<file path="src/rtl/imem_loader.sv">
// imem_loader: instruction-memory load sequencer for the PAT core.
// Packs a host byte stream (little-endian, six bytes per word) into
// i_buffer_size*i_width-bit words and writes them into the instruction
// buffer at incrementing addresses. The PAT is held in reset for the whole load.
module imem_loader #(
  parameter int d_width       = 8,
  parameter int i_adr_width   = 10,
  parameter int i_width       = 23,
  parameter int i_buffer_size = 2,
  localparam int W            = i_buffer_size * i_width
) (
  input  logic                   clk,
  input  logic                   reset,
  input  logic                   load_start,
  input  logic [i_adr_width-1:0] load_base,
  input  logic [i_adr_width-1:0] load_words,
  input  logic                   abort,
  input  logic [d_width-1:0]     byte_in,
  input  logic                   byte_valid,
  output logic                   byte_ready,
  output logic [i_adr_width-1:0] imem_write_adr,
  output logic                   imem_write,
  output logic [W-1:0]           imem_in,
  output logic                   pat_reset,
  output logic                   busy,
  output logic                   done,
  output logic                   aborted
);

  // Bytes per word; the top bits of the last byte beyond W are dropped.
  localparam int BYTES = (W + d_width - 1) / d_width;
  localparam int IDXW  = $clog2(BYTES);

  localparam logic [1:0] IDLE    = 2'd0;
  localparam logic [1:0] COLLECT = 2'd1;
  localparam logic [1:0] WRITE   = 2'd2;
  localparam logic [1:0] FINISH  = 2'd3;

  localparam logic [i_adr_width-1:0] ADR_STEP = i_adr_width'(i_buffer_size);

  logic [1:0]             state;
  logic [i_adr_width-1:0] addr;
  logic [i_adr_width-1:0] remaining;
  logic [IDXW-1:0]        idx;
  logic [W-1:0]           pack;     // word under assembly
  logic [W-1:0]           word_q;   // last written word, held between writes
  logic [i_adr_width-1:0] adr_q;    // last written address, held between writes
  logic                   zdone;    // done pulse for a zero-length load
  logic                   aborted_q;

  // Sequencer state, address/count tracking and byte assembly.
  always_ff @(posedge clk) begin
    if (reset) begin
      state     <= IDLE;
      addr      <= '0;
      remaining <= '0;
      idx       <= '0;
      pack      <= '0;
      word_q    <= '0;
      adr_q     <= '0;
      zdone     <= 1'b0;
      aborted_q <= 1'b0;
    end else begin
      zdone     <= 1'b0;
      aborted_q <= 1'b0;
      case (state)
        IDLE: begin
          if (load_start) begin
            if (load_words != '0) begin
              addr      <= load_base;
              remaining <= load_words;
              idx       <= '0;
              state     <= COLLECT;
            end else begin
              zdone <= 1'b1;
            end
          end
        end
        COLLECT: begin
          if (abort) begin
            state     <= IDLE;
            aborted_q <= 1'b1;
          end else if (byte_valid) begin
            // Byte idx lands at bits [8*idx+7 : 8*idx]; bits past W fall off.
            for (int b = 0; b < W; b++) begin
              if (IDXW'(b / d_width) == idx) pack[b] <= byte_in[b % d_width];
            end
            idx <= idx + 1'b1;
            if (idx == IDXW'(BYTES - 1)) state <= WRITE;
          end
        end
        WRITE: begin
          word_q    <= pack;
          adr_q     <= addr;
          addr      <= addr + ADR_STEP;
          remaining <= remaining - 1'b1;
          idx       <= '0;
          state     <= (remaining == i_adr_width'(1)) ? FINISH : COLLECT;
        end
        default: state <= IDLE;  // FINISH
      endcase
    end
  end

  // Outputs decoded from state; write port shows live data during WRITE,
  // otherwise the last written values so they stay stable.
  always_comb begin
    busy           = (state != IDLE);
    pat_reset      = reset | (state != IDLE);
    byte_ready     = (state == COLLECT) & ~abort;
    imem_write     = (state == WRITE);
    imem_in        = imem_write ? pack : word_q;
    imem_write_adr = imem_write ? addr : adr_q;
    done           = (state == FINISH) | zdone;
    aborted        = aborted_q;
  end

endmodule

</file>
<file path="config.mk">
export PLATFORM = sky130hd
export DESIGN_NAME = imem_loader
export DESIGN_NICKNAME = d
export VERILOG_FILES = /design/src/rtl/imem_loader.sv
export SDC_FILE = /design/constraint.sdc
export NUM_CORES = 1
export LEC_CHECK = 0
export CAP_MARGIN = 20
export CORE_UTILIZATION = 45
export DETAILED_ROUTE_END_ITERATION = 12
export DONT_BUFFER_PORTS = 1
export GPL_TIMING_DRIVEN = 0
export PLACE_DENSITY_LB_ADDON = 0.1
export SETUP_SLACK_MARGIN = 0.02
export SLEW_MARGIN = 20
export SYNTH_ARGS = -nofsm -noshare
export SYNTH_HDL_FRONTEND = slang
export SYNTH_SLANG_ARGS = --single-unit
</file>
<file path="constraint.sdc">
create_clock -name clk -period 2.2 [get_ports clk]
set_input_delay 0.44 -clock clk [delete_from_list [all_inputs] [get_ports clk]]
set_output_delay 0.44 -clock clk [all_outputs]
set_load 0.005 [all_outputs]
</file>
Word-level counts from Yosys, hierarchy flattened:

Cells that the tools add are included.

* flip-flop bits (word level): 129
* input port bits: 33
* output and inout bits: 62
* word-level logic and storage cells: 79

* add/subtract/negate cells: 3
* equal/unequal tests: 16
* mux-type cells: 22
* bitwise logic cells: 7
* reduce and logical (&&, ||, !) cells: 17

Operators by type and width (number)
* 10-bit two-way mux: 5
* 46-bit two-way mux: 1
* 10-bit case mux with 2 select lines: 2
* 4-bit AND reduction: 7
* 2-bit two-way mux: 6
* 3-bit two-way mux: 4
* 10-bit by 2-bit adder with 10-bit output, second input constant: 1
* 10-bit by 1-bit equality test with 1-bit output, second input constant: 1
* 10-bit nonzero test: 1
* 10-bit by 1-bit subtractor with 10-bit output, second input constant: 1
* 3-bit case mux with 3 select lines: 1
* 2-bit inequality test, second input constant: 4
* 2-bit by 3-bit equality test with 1-bit output, first input constant: 2
* 3-bit equality test, first input constant: 2
* 3-bit inequality test, second input constant: 2
* 2-bit case mux with 3 select lines: 1
* 5-bit AND reduction: 1
* 2-bit equality test, second input constant: 2
* 1-bit inverter: 4
* 2-bit nonzero test: 2
* 3-bit by 1-bit adder with 3-bit output, second input constant: 1
* 1-bit by 3-bit equality test with 1-bit output, first input constant: 1
* 3-bit equality test, second input constant: 1
* 3-bit logical NOT: 1
* other kinds (9): 11

Depth between registers and ports, before layout:

Gate-level depths: netlist of the first run.

* depth after elaboration: 5
* gate-level depth with buffers: 7
* mapped depth without buffers: 6

Worst setup path after synthesis of the first run:

Ideal clock, no wire load.

* path type: register to register
* start: register remaining[0]
* end: register remaining[6]
* setup time: 0.126 ns
* data arrival time: 1.758 ns
* required time: 2.074 ns
* slack: 0.316 ns
* stages on the path, launching flop included: 7
* buffers on the path: 0
* period minus slack after synthesis: 1.884 ns
* cells stage by stage: dfxtp_1 -> inv_1 -> ha_1 -> or4b_2 -> o21a_1 -> a311oi_1 -> o41ai_1

* cells in the longest elaborated chain, start to end: 2

Ends and longest elaborated chain
* from (decl): line 43 `logic [i_adr_width-1:0] remaining;`
* from (signal assigned): line 71 `remaining <= load_words;`
* from (signal assigned): line 96 `remaining <= remaining - 1'b1;`
* 10-bit by 1-bit subtractor with 10-bit output: line 96
* 10-bit case mux with 2 select lines: line 66 `case (state)`

No other way between the ends.
A chain may end at the register's enable or synchronous reset.

Worst setup path after layout of the first run:

* start: register state[1]
* end: output port imem_in[44]

* cells in the longest elaborated chain, start to end: 2

Ends and longest elaborated chain
* from (decl): line 41 `logic [1:0] state;`
* from (signal assigned): line 98 `state <= (remaining == i_adr_width'(1)) ? FINISH : COLLECT;`
* 2-bit equality test: line 111 `imem_write = (state == WRITE);`
* 46-bit two-way mux: line 112 `imem_in = imem_write ? pack : word_q;`
* to (decl): line 23 `output logic [W-1:0] imem_in,`

No other way between the ends.

==> results of run 1 <==
worst min-delay path by stage:
stage                                       end  slack, ns  depth (start not counted)             startpoint
final                        aborted$_SDFF_PP0_       0.16                          1                  abort
after global routing         aborted$_SDFF_PP0_       0.15                          1                  abort
after floorplan           pack[24]$_SDFFE_PP0P_       0.44                          2  pack[24]$_SDFFE_PP0P_
after detailed placement  pack[25]$_SDFFE_PP0P_       0.45                          2  pack[25]$_SDFFE_PP0P_
after global placement    pack[28]$_SDFFE_PP0P_       0.45                          2  pack[28]$_SDFFE_PP0P_
after CTS                    aborted$_SDFF_PP0_       0.14                          1                  abort
cells by family after synthesis:
group | share of synthesized area [%]
buf+inv | 4.35
mux | 7.54
compound gates | 15.9
fa+ha+maj | 1.83
simple gates | 23.0
flops | 47.3
repair_timing:
| action | CTS | global route |
|---|---|---|
| buffers inserted | 0 | 0 |
| gates resized for setup | 30 | 11 |
| setup endpoints to repair | 57 | 67 |
| cloned | 0 | 0 |
layer usage:
metal  global-route usage [%]  routed length [µm]  part of all wire [%]  up-vias
li1                         -                   -                     -     2333
met1                     31.9                6820                    45     2285
met2                     39.1                6910                    46      150
met3                     6.16                1040                   6.9       28
met4                     10.6                 313                   2.1        0
met5                        0                   0                     0        -
registers in the layout, summed over array words and instances, names as in the netlist:
name	count
adr_q	10
pack	46
state	2
word_q	46
idx	3
zdone	1
aborted	1
remaining	10
addr	10
area by class of cell:
| class | instances | area (µm²) |
|---|---|---|
| clock buffers | 22 | 454 |
| well taps | 143 | 179 |
| inverters | 12 | 47.5 |
| fillers | 1108 | 5240 |
| multi-input cells | 486 | 2650 |
| clock inverters | 10 | 181 |
| flip-flops and latches | 129 | 2590 |
| plain buffers | 41 | 278 |
synth_stat cells, types with 3 or more instances:
cell type  count
nor3_1         4
buf_4          3
dfxtp_1      129
and3_1         5
o211ai_1       3
o31ai_1        6
a211oi_1       4
o21ai_0        7
a31oi_1        7
nor2_1        53
nand2_1      194
ha_1           8
a21o_1         4
nand3_1       19
buf_1          6
clkbuf_1      23
nand4_1        3
o311ai_0       5
a21oi_1       79
mux2i_1       40
a311oi_1       4
inv_1         11
nand2b_1       4
buf_2          6
per-stage QoR:
stage / total power, mW / std cells / TNS (ns) / setup WS [ns]
2_1_floorplan: 2.62 / 668 / 0 / 0.316
3_3_place_gp: 2.69 / 811 / -10.39 / -0.271
4_1_cts: 5.76 / 843 / 0 / 0.0239
6_report: 5.71 / 843 / 0 / 0.111
3_5_place_dp: 2.70 / 811 / -10.73 / -0.275
5_1_grt: 5.87 / 843 / -0.156 / -0.0316
power by group through the flow:
stage	clock, mW	sequential, mW	combinational, mW
2_1_floorplan	0	2.45	0.178
3_3_place_gp	0	2.45	0.235
3_5_place_dp	0	2.46	0.240
4_1_cts	3.11	2.41	0.241
5_1_grt	3.19	2.41	0.268
6_report	3.06	2.41	0.246
worst max-delay path: stages, from the launching register on:
cell and delay [ns]:
dfxtp_4 0.38, nand2b_1 0.08, buf_6 0.15, inv_4 0.10, buf_12 0.15, buf_6 0.15, nand2_1 0.09, nand2_1 0.12
==> summary.md, run 1 <==
| Metric | Value |
|---|---|
| Final setup fails | 0 |
| Switch share | roughly a fifth |
| Placed instance area | roughly 5600 µm² |
| Minimum clock period | 2.09 ns |
| CP max FO | 10 |
| Syn Std Cell Area | about 5500 µm² |
| Synth Instances | 668 |
| Initial Util | 47.0% |
| Worst Setup Start Kind | register |
| # rows | 39 |
| HP Class | input port to register |
| Avg Cell Area, Syn | between 8 and 9 µm² |
| WP data arrival | between 1.5 and 2 ns |
| RSZ-0062 raised after global routing | true |
| Clock buffer depth | 2 |
| Worst-Margin Slew | 0.668 ns |
| Total CTS buffers | 17 |
| Vias in the first global route | ~4,600 |
| # DRC | 10 |
| DRT antenna net count | 0 |
| Core Util, Final | a little over half |
| Power per cell area | ~900 nW/µm² |
| Routability congestion estimate from global placement | 0.912 |
| Synth Flop Type | dfxtp_1 |
| Reg2Reg Launch Point | state[0]$_SDFFE_PP0P_ |
| Status | finished, violations left |
| Die ar. | 12,600 µm² |
| Routed Wire Length | roughly 15 mm |
| Distinct cell type count after synthesis | 53 |
| Number of DRC markers in iteration 0 | 314 |
| First-pass GRT wire length | between 20 and 25 mm |
| Critical path class | register to primary output |
| Post-synth EDFFs | 0 |
| Top post-synthesis cells by area | dfxtp_1 (47%), nand2_1 (13%), mux2i_1 (7.3%) |
| Worst slew margin | a little under three fifths |
| Async SR Flop Fraction | 0% |
| Layout Skew | 0.00509 ns |
| Largest net degree at the start of global routing | 17 |
| FMAX | ~480 MHz |
| Initial antenna violation count | 0 |
| R2R depth | 6 |
| CTS tree | built |
| YS warnings | 0 |
| Reg2reg setup slack | about 0.16 ns |
| Routed len/inst | between 15 and 20 µm |
| R2r endpoint | pack[10]$_SDFFE_PP0P_ |
| Die Ht | around 110 µm |
| Switching pwr | approximately 1.2 mW |
| Commonest cells after routing, fill and taps aside | nand2_1 (194), dfxtp_1 (128), a21oi_1 (79) |
| Critical Path End | imem_in[44] |
| Commonest non-fill, non-tap cell in the layout | nand2_1 |
| Syn Nets | between 700 and 800 |
| Dominant cell type by area after synthesis | dfxtp_1 |
| Area growth, synth to finish | 16.7% |
| Synth top area share | approximately 47% |
| Final Hold Violating Endpoints | 0 |
| Clock power share | approximately 54% |
| Register bit total from synthesis | ~130 |
| Slew Limit Fails | 0 |
| Req. time, crit path | 1.76 ns |
| Total track usage | 24.7% |
| WHS | roughly 0.16 ns |
| Hpwl dp | approximately 11 mm |
| Reg power frac | a little over two fifths |
| Setup crit end kind | primary output |
| Design area | about 6400 µm² |
| Internal power | around 4.5 mW |
| H-Tree Depth | 4 |
| Violated checks | design-rule violations |
| Crit path launch | state[1]$_SDFFE_PP0P_ |
| Leak | around 2.8 nW |
| PortBufs | 0 |
| Grt ovf | 0 |
| Diode count | 0 |
| Die Span X | between 100 and 150 µm |
| Cts hold-fix bufs | 0 |
| Clk sinks | 129 |
| Layout cells sized above 1 | a little under a tenth |
| Via/cell ratio | between 5 and 6 |
| Fin crit share | between 90% and 100% |
| DRT Pass-1 Iters | 9 |
| Via count | 4,796 |
| Max IR drop VDD | roughly 0.00067 V |
| Clk root buf | clkbuf_16 |
| Clock transition at path regs | about 0.05 ns |
| Max Cap Viol | 0 |
| Combinational share of power | 4.3% |
| Clock Latency Late Sink | ~0.42 ns |
| Net count, final | approximately 730 |
| IO Pins | between 90 and 100 |
| Register area share after synthesis | between 40 and 50% |
| Core box area | 11,600 µm² |
(Power assumes the default switching activity.)
==> run 2, diff against run 1 <==
--- a/config.mk
+++ b/config.mk
@@ -6,6 +6,7 @@
 export NUM_CORES = 1
 export LEC_CHECK = 0
 export CAP_MARGIN = 20
+export CORE_MARGIN = 8
 export CORE_UTILIZATION = 45
 export DETAILED_ROUTE_END_ITERATION = 12
 export DONT_BUFFER_PORTS = 1
==> summary.md, run 2 (synthesis gave the netlist of run 1 again) <==
| Metric | Value |
|---|---|
| FMAX | roughly 480 MHz |
| Cts hold-fix bufs | 0 |
| Diode count | 0 |
| Leak | 2.72 nW |
| Clock Latency Late Sink | 0.41 ns |
| Pre-CTS setup slack | -0.266 ns |
| Clock power share | slightly below 50% |
| Commonest non-fill, non-tap cell in the layout | nand2_1 |
| Die ar. | ~16,000 µm² |
| Max IR drop VDD | between 0.0004 and 0.0005 V |
| RSZ-0062 raised after global routing | true |
| Commonest cells after routing, fill and taps aside | nand2_1 (194), dfxtp_1 (128), a21oi_1 (79) |
| Core box area | between 10,000 and 15,000 µm² |
| H-Tree Depth | 4 |
| Clk sinks | 129 |
| Clk root buf | clkbuf_16 |
| # DRC | 0 |
| Power per cell area | slightly above 800 nW/µm² |
| Reg power frac | between 40% and 50% |
| Req. time, crit path | about 1.8 ns |
| Total CTS buffers | 17 |
| First-pass GRT wire length | 25.0 mm |
| Layout Skew | a little over 0.007 ns |
| Routability congestion estimate from global placement | 0.878 |
| Dpl cells | 815 |
| Worst setup margin | around 0.10 ns |
| IO Pins | 95 |
| Design area | approximately 6200 µm² |
| Clock transition at path regs | roughly 0.050 ns |
| Hpwl dp | 11.4 mm |
| Placed instance area | between 5000 and 6000 µm² |
| Net count, final | around 730 |
| Internal power | approximately 4.0 mW |
| Number of DRC markers in iteration 0 | about 350 |
| Total track usage | roughly a fifth |
| Critical path class | register to primary output |
| Max Cap Viol | 0 |
| Fin cells | 840 |
| Routed len/inst | roughly 19 µm |
| # rows | 40 |
| Reg2reg setup slack | roughly 0.14 ns |
| Final Hold Violating Endpoints | 0 |
| PortBufs | 0 |
| Initial antenna violation count | 0 |
| Minimum clock period | 2.10 ns |
| Die Span X | around 130 µm |
| Worst Setup Start Kind | register |
| Largest net degree at the start of global routing | 17 |
| Setup crit end kind | primary output |
| Layout cells sized above 1 | under 10% |
| DRT antenna net count | 0 |
| WP data arrival | about 1.7 ns |
| Routed Wire Length | ~16 mm |
| PnR Total Power | 5.14 mW |
| R2r endpoint | pack[1]$_SDFFE_PP0P_ |
| Switch share | 21.8% |
| Crit path launch | state[1]$_SDFFE_PP0P_ |
| Worst-Margin Slew | roughly 0.66 ns |
| Postcts setup bufs | 0 |
| CTS tree | built |
| Fin crit share | a little over nine tenths |
| Top flop regs | pack: 46 flops, word_q: 46 flops |
| Status | complete, no violations |
| Via/cell ratio | between 5 and 6 |
| Final setup fails | 0 |
| Combinational share of power | between 4 and 5% |
| Grt ovf | 0 |
| Switching pwr | between 1 and 1.5 mW |
| Die Ht | between 100 and 150 µm |
| Initial Util | 45.8% |
| Clock buffer depth | 2 |
| DRT Pass-1 Iters | 6 |
| HP Class | input port to register |
| R2R depth | 6 |
| CP max FO | 10 |
| Fill count | 1,163 |
| Slew Limit Fails | 0 |
| Vias in the first global route | around 4,700 |
| Reg2Reg Launch Point | state[0]$_SDFFE_PP0P_ |
| Fin Setup TNS | 0 ns |
| Critical Path End | imem_in[16] |
| Via count | roughly 4,800 |
| Area growth, synth to finish | 14.4% |
| Worst slew margin | between 50% and 60% |
-- run 2: area by class of cell --
class,instances,area [µm²],share of cell area (%)
Inverter,12,47.5,0.761
Sequential cell,129,2590,41.4
Tap cell,147,184,2.95
Buffer,41,273,4.37
Multi-Input combinational cell,486,2650,42.5
Clock buffer,23,468,7.49
Clock inverter,2,35.0,0.561
-- run 2: through the flow --
stage,hold slack [ns],utilization (%)
final,0.168,52.4
after global routing,0.161,52.4
after CTS,0.152,52.2
after detailed placement,0.452,47.4
after global placement,0.449,47.4
after floorplan,0.437,-
-- run 2: metal layers --
metal / part of all wire [%] / global-route usage [%] / routed length [µm] / up-vias
met4: 1.8 / 8.00 / 286 / 0
met3: 6.9 / 6.24 / 1090 / 24
met2: 46 / 32.1 / 7310 / 160
met5: 0 / 0 / 0 / -
met1: 45 / 24.4 / 7030 / 2260
li1: - / - / - / 2332
-- run 2: worst max-delay path, stage by stage, from the launching register on --
cell	delay (ns)
dfxtp_4	0.37
nand2b_1	0.09
buf_6	0.17
buf_8	0.17
clkbuf_4	0.22
nand2_1	0.08
nand2_1	0.13
-- run 2: power by group through the flow --
stage | registers [mW] | clock network [mW] | logic [mW]
final | 2.41 | 2.49 | 0.247
after global routing | 2.41 | 2.64 | 0.272
after CTS | 2.41 | 2.53 | 0.241
after detailed placement | 2.46 | 0 | 0.239
after global placement | 2.45 | 0 | 0.235
after floorplan | 2.45 | 0 | 0.178
-- run 2: how the worst min path moves through the flow --
stage                                       end                   from  cells after the start
after global routing         aborted$_SDFF_PP0_                  abort                      1
after floorplan           pack[24]$_SDFFE_PP0P_  pack[24]$_SDFFE_PP0P_                      2
final                      addr[0]$_SDFFE_PP0P_           load_base[0]                      2
after detailed placement  pack[24]$_SDFFE_PP0P_  pack[24]$_SDFFE_PP0P_                      2
after global placement    pack[27]$_SDFFE_PP0P_  pack[27]$_SDFFE_PP0P_                      2
after CTS                  addr[0]$_SDFFE_PP0P_           load_base[0]                      2
-- run 2: timing repair --
action | in CTS | in global routing
hold endpoints to repair | 0 | 0
setup endpoints to repair | 53 | 59
resized for setup | 30 | 9
==> run 3, diff against run 2 <==
--- a/config.mk
+++ b/config.mk
@@ -5,15 +5,16 @@
 export SDC_FILE = /design/constraint.sdc
 export NUM_CORES = 1
 export LEC_CHECK = 0
-export CAP_MARGIN = 20
 export CORE_MARGIN = 8
 export CORE_UTILIZATION = 45
 export DETAILED_ROUTE_END_ITERATION = 12
 export DONT_BUFFER_PORTS = 1
 export GPL_TIMING_DRIVEN = 0
+export HOLD_SLACK_MARGIN = 0.15
 export PLACE_DENSITY_LB_ADDON = 0.1
 export SETUP_SLACK_MARGIN = 0.02
 export SLEW_MARGIN = 20
 export SYNTH_ARGS = -nofsm -noshare
 export SYNTH_HDL_FRONTEND = slang
 export SYNTH_SLANG_ARGS = --single-unit
+export TNS_END_PERCENT = 20
==> summary.md, run 3 (synthesis gave the netlist of run 1 again) <==
| Metric | Value |
|---|---|
| Status | complete, no violations |
| Via count | 4,796 |
| Placed instance area | roughly 5600 µm² |
| Clock buffer depth | 2 |
| Crit path launch | state[1]$_SDFFE_PP0P_ |
| Internal power | 4.02 mW |
| Combinational share of power | ~4.8% |
| Total track usage | between 15 and 20% |
| Clock transition at path regs | roughly 0.050 ns |
| Worst Setup Start Kind | register |
| Reg power frac | between 40% and 50% |
| WP data arrival | about 1.7 ns |
| PnR Total Power | between 5 and 6 mW |
| Minimum clock period | approximately 2.1 ns |
| PortBufs | 0 |
| Setup crit end kind | primary output |
| Die ar. | around 16,000 µm² |
| Hpwl dp | ~11 mm |
| Final setup fails | 0 |
| Clk root buf | clkbuf_16 |
| Cts hold-fix bufs | 0 |
| Routability congestion estimate from global placement | about 0.88 |
| Routed Wire Length | 15.7 mm |
| H-Tree Depth | 4 |
| Number of DRC markers in iteration 0 | between 300 and 400 |
| Max IR drop VDD | 0.000403 V |
| Switch share | between 20% and 30% |
| DRT Pass-1 Iters | 5 |
| # rows | 40 |
| Worst setup margin | 0.107 ns |
| Worst slew margin | 53.8% |
| Reg2reg setup slack | between 0.15 and 0.2 ns |
| Routed len/inst | approximately 19 µm |
| R2r endpoint | pack[13]$_SDFFE_PP0P_ |
| FMAX | 478 MHz |
| Die Ht | around 130 µm |
| Final Hold Violating Endpoints | 0 |
| First-pass GRT wire length | between 20 and 25 mm |
| R2R depth | 6 |
| Commonest non-fill, non-tap cell in the layout | nand2_1 |
| Critical Path End | imem_in[16] |
| Total CTS buffers | 17 |
| Pre-CTS setup slack | -0.266 ns |
| Fin crit share | between 90% and 100% |
| Diode count | 0 |
| Switching pwr | 1.13 mW |
| Core box area | approximately 12,000 µm² |
| Area growth, synth to finish | 14.2% |
| Grt ovf | 0 |
| Layout cells sized above 1 | 8.37% |
| Slew Limit Fails | 0 |
| Via/cell ratio | between 5 and 6 |
| CTS tree | built |
| Fin Setup TNS | 0 ns |
| Max Cap Viol | 0 |
| Net count, final | ~730 |
| Power per cell area | ~830 nW/µm² |
| Largest net degree at the start of global routing | 17 |
| Top flop regs | pack: 46 flops, word_q: 46 flops |
| Initial antenna violation count | 0 |
| Vias in the first global route | approximately 4,700 |
| DRT antenna net count | 0 |
| Fill count | roughly 1,200 |
| Design area | ~6200 µm² |
| Clock Latency Late Sink | 0.42 ns |
| RSZ-0062 raised after global routing | true |
| CP max FO | 10 |
| Die Span X | 126 µm |
| IO Pins | between 90 and 100 |
| Reg2Reg Launch Point | state[0]$_SDFFE_PP0P_ |
| Req. time, crit path | between 1.5 and 2 ns |
| Clock power share | between 40% and 50% |
| HP Class | input port to register |
| Critical path class | register to primary output |
| Clk sinks | 129 |
| Commonest cells after routing, fill and taps aside | nand2_1 (194), dfxtp_1 (128), a21oi_1 (79) |
| Layout Skew | around 0.0089 ns |
| # DRC | 0 |
| Initial Util | a little under half |
| Worst-Margin Slew | around 0.69 ns |
| Leak | about 2.7 nW |
## run 3: area by class of cell
type	instances	area (µm²)	area share (%)
Clock buffer	23	468	7.50
Tap cell	147	184	2.95
Clock inverter	2	35.0	0.562
Inverter	12	47.5	0.762
Buffer	41	270	4.33
Multi-Input combinational cell	486	2650	42.4
Sequential cell	129	2590	41.5
## run 3: worst min path at each step
stage	start	end	slack, ns	cells past startpoint
floorplan	pack[24]$_SDFFE_PP0P_	pack[24]$_SDFFE_PP0P_	0.44	2
global placement	pack[27]$_SDFFE_PP0P_	pack[27]$_SDFFE_PP0P_	0.45	2
detailed placement	pack[24]$_SDFFE_PP0P_	pack[24]$_SDFFE_PP0P_	0.45	2
CTS	load_base[0]	addr[0]$_SDFFE_PP0P_	0.15	2
global route	abort	aborted$_SDFF_PP0_	0.16	1
finish	load_base[0]	addr[0]$_SDFFE_PP0P_	0.17	2
## run 3: critical path, stage by stage, from the launching register on
cell      delay (ns)
dfxtp_4         0.37
nand2b_1        0.09
buf_6           0.17
buf_8           0.17
clkbuf_4        0.22
nand2_1         0.08
nand2_1         0.13
## run 3: per-layer routing
metal | vias up | global-route usage [%] | part of all wire [%]
met3 | 23 | 6.24 | 6.7
met1 | 2296 | 24.4 | 45
met4 | 0 | 8.00 | 1.7
met5 | - | 0 | 0
met2 | 146 | 32.1 | 46
li1 | 2331 | - | -
## run 3: power by group through the flow
stage               Combinational (mW)  Clock, mW  Sequential (mW)
finish                           0.247       2.49             2.41
global route                     0.272       2.64             2.41
CTS                              0.241       2.53             2.41
detailed placement               0.239          0             2.46
global placement                 0.235          0             2.45
floorplan                        0.178          0             2.45
## run 3: stage by stage
| step | utilization (%) | instances | hold slack, ns |
|---|---|---|---|
| final | 52.4 | 840 | 0.167 |
| after global routing | 52.4 | 840 | 0.161 |
| after CTS | 52.2 | 840 | 0.152 |
| after detailed placement | 47.4 | 815 | 0.452 |
| after global placement | 47.4 | 815 | 0.449 |
| after floorplan | - | 668 | 0.437 |
## run 3: timing repair
action | CTS | global route
endpoints found under the setup margin | 53 | 59
setup buffers | 0 | 0
cloned | 0 | 0
gates resized for setup | 29 | 9
hold endpoints to repair | 0 | 0
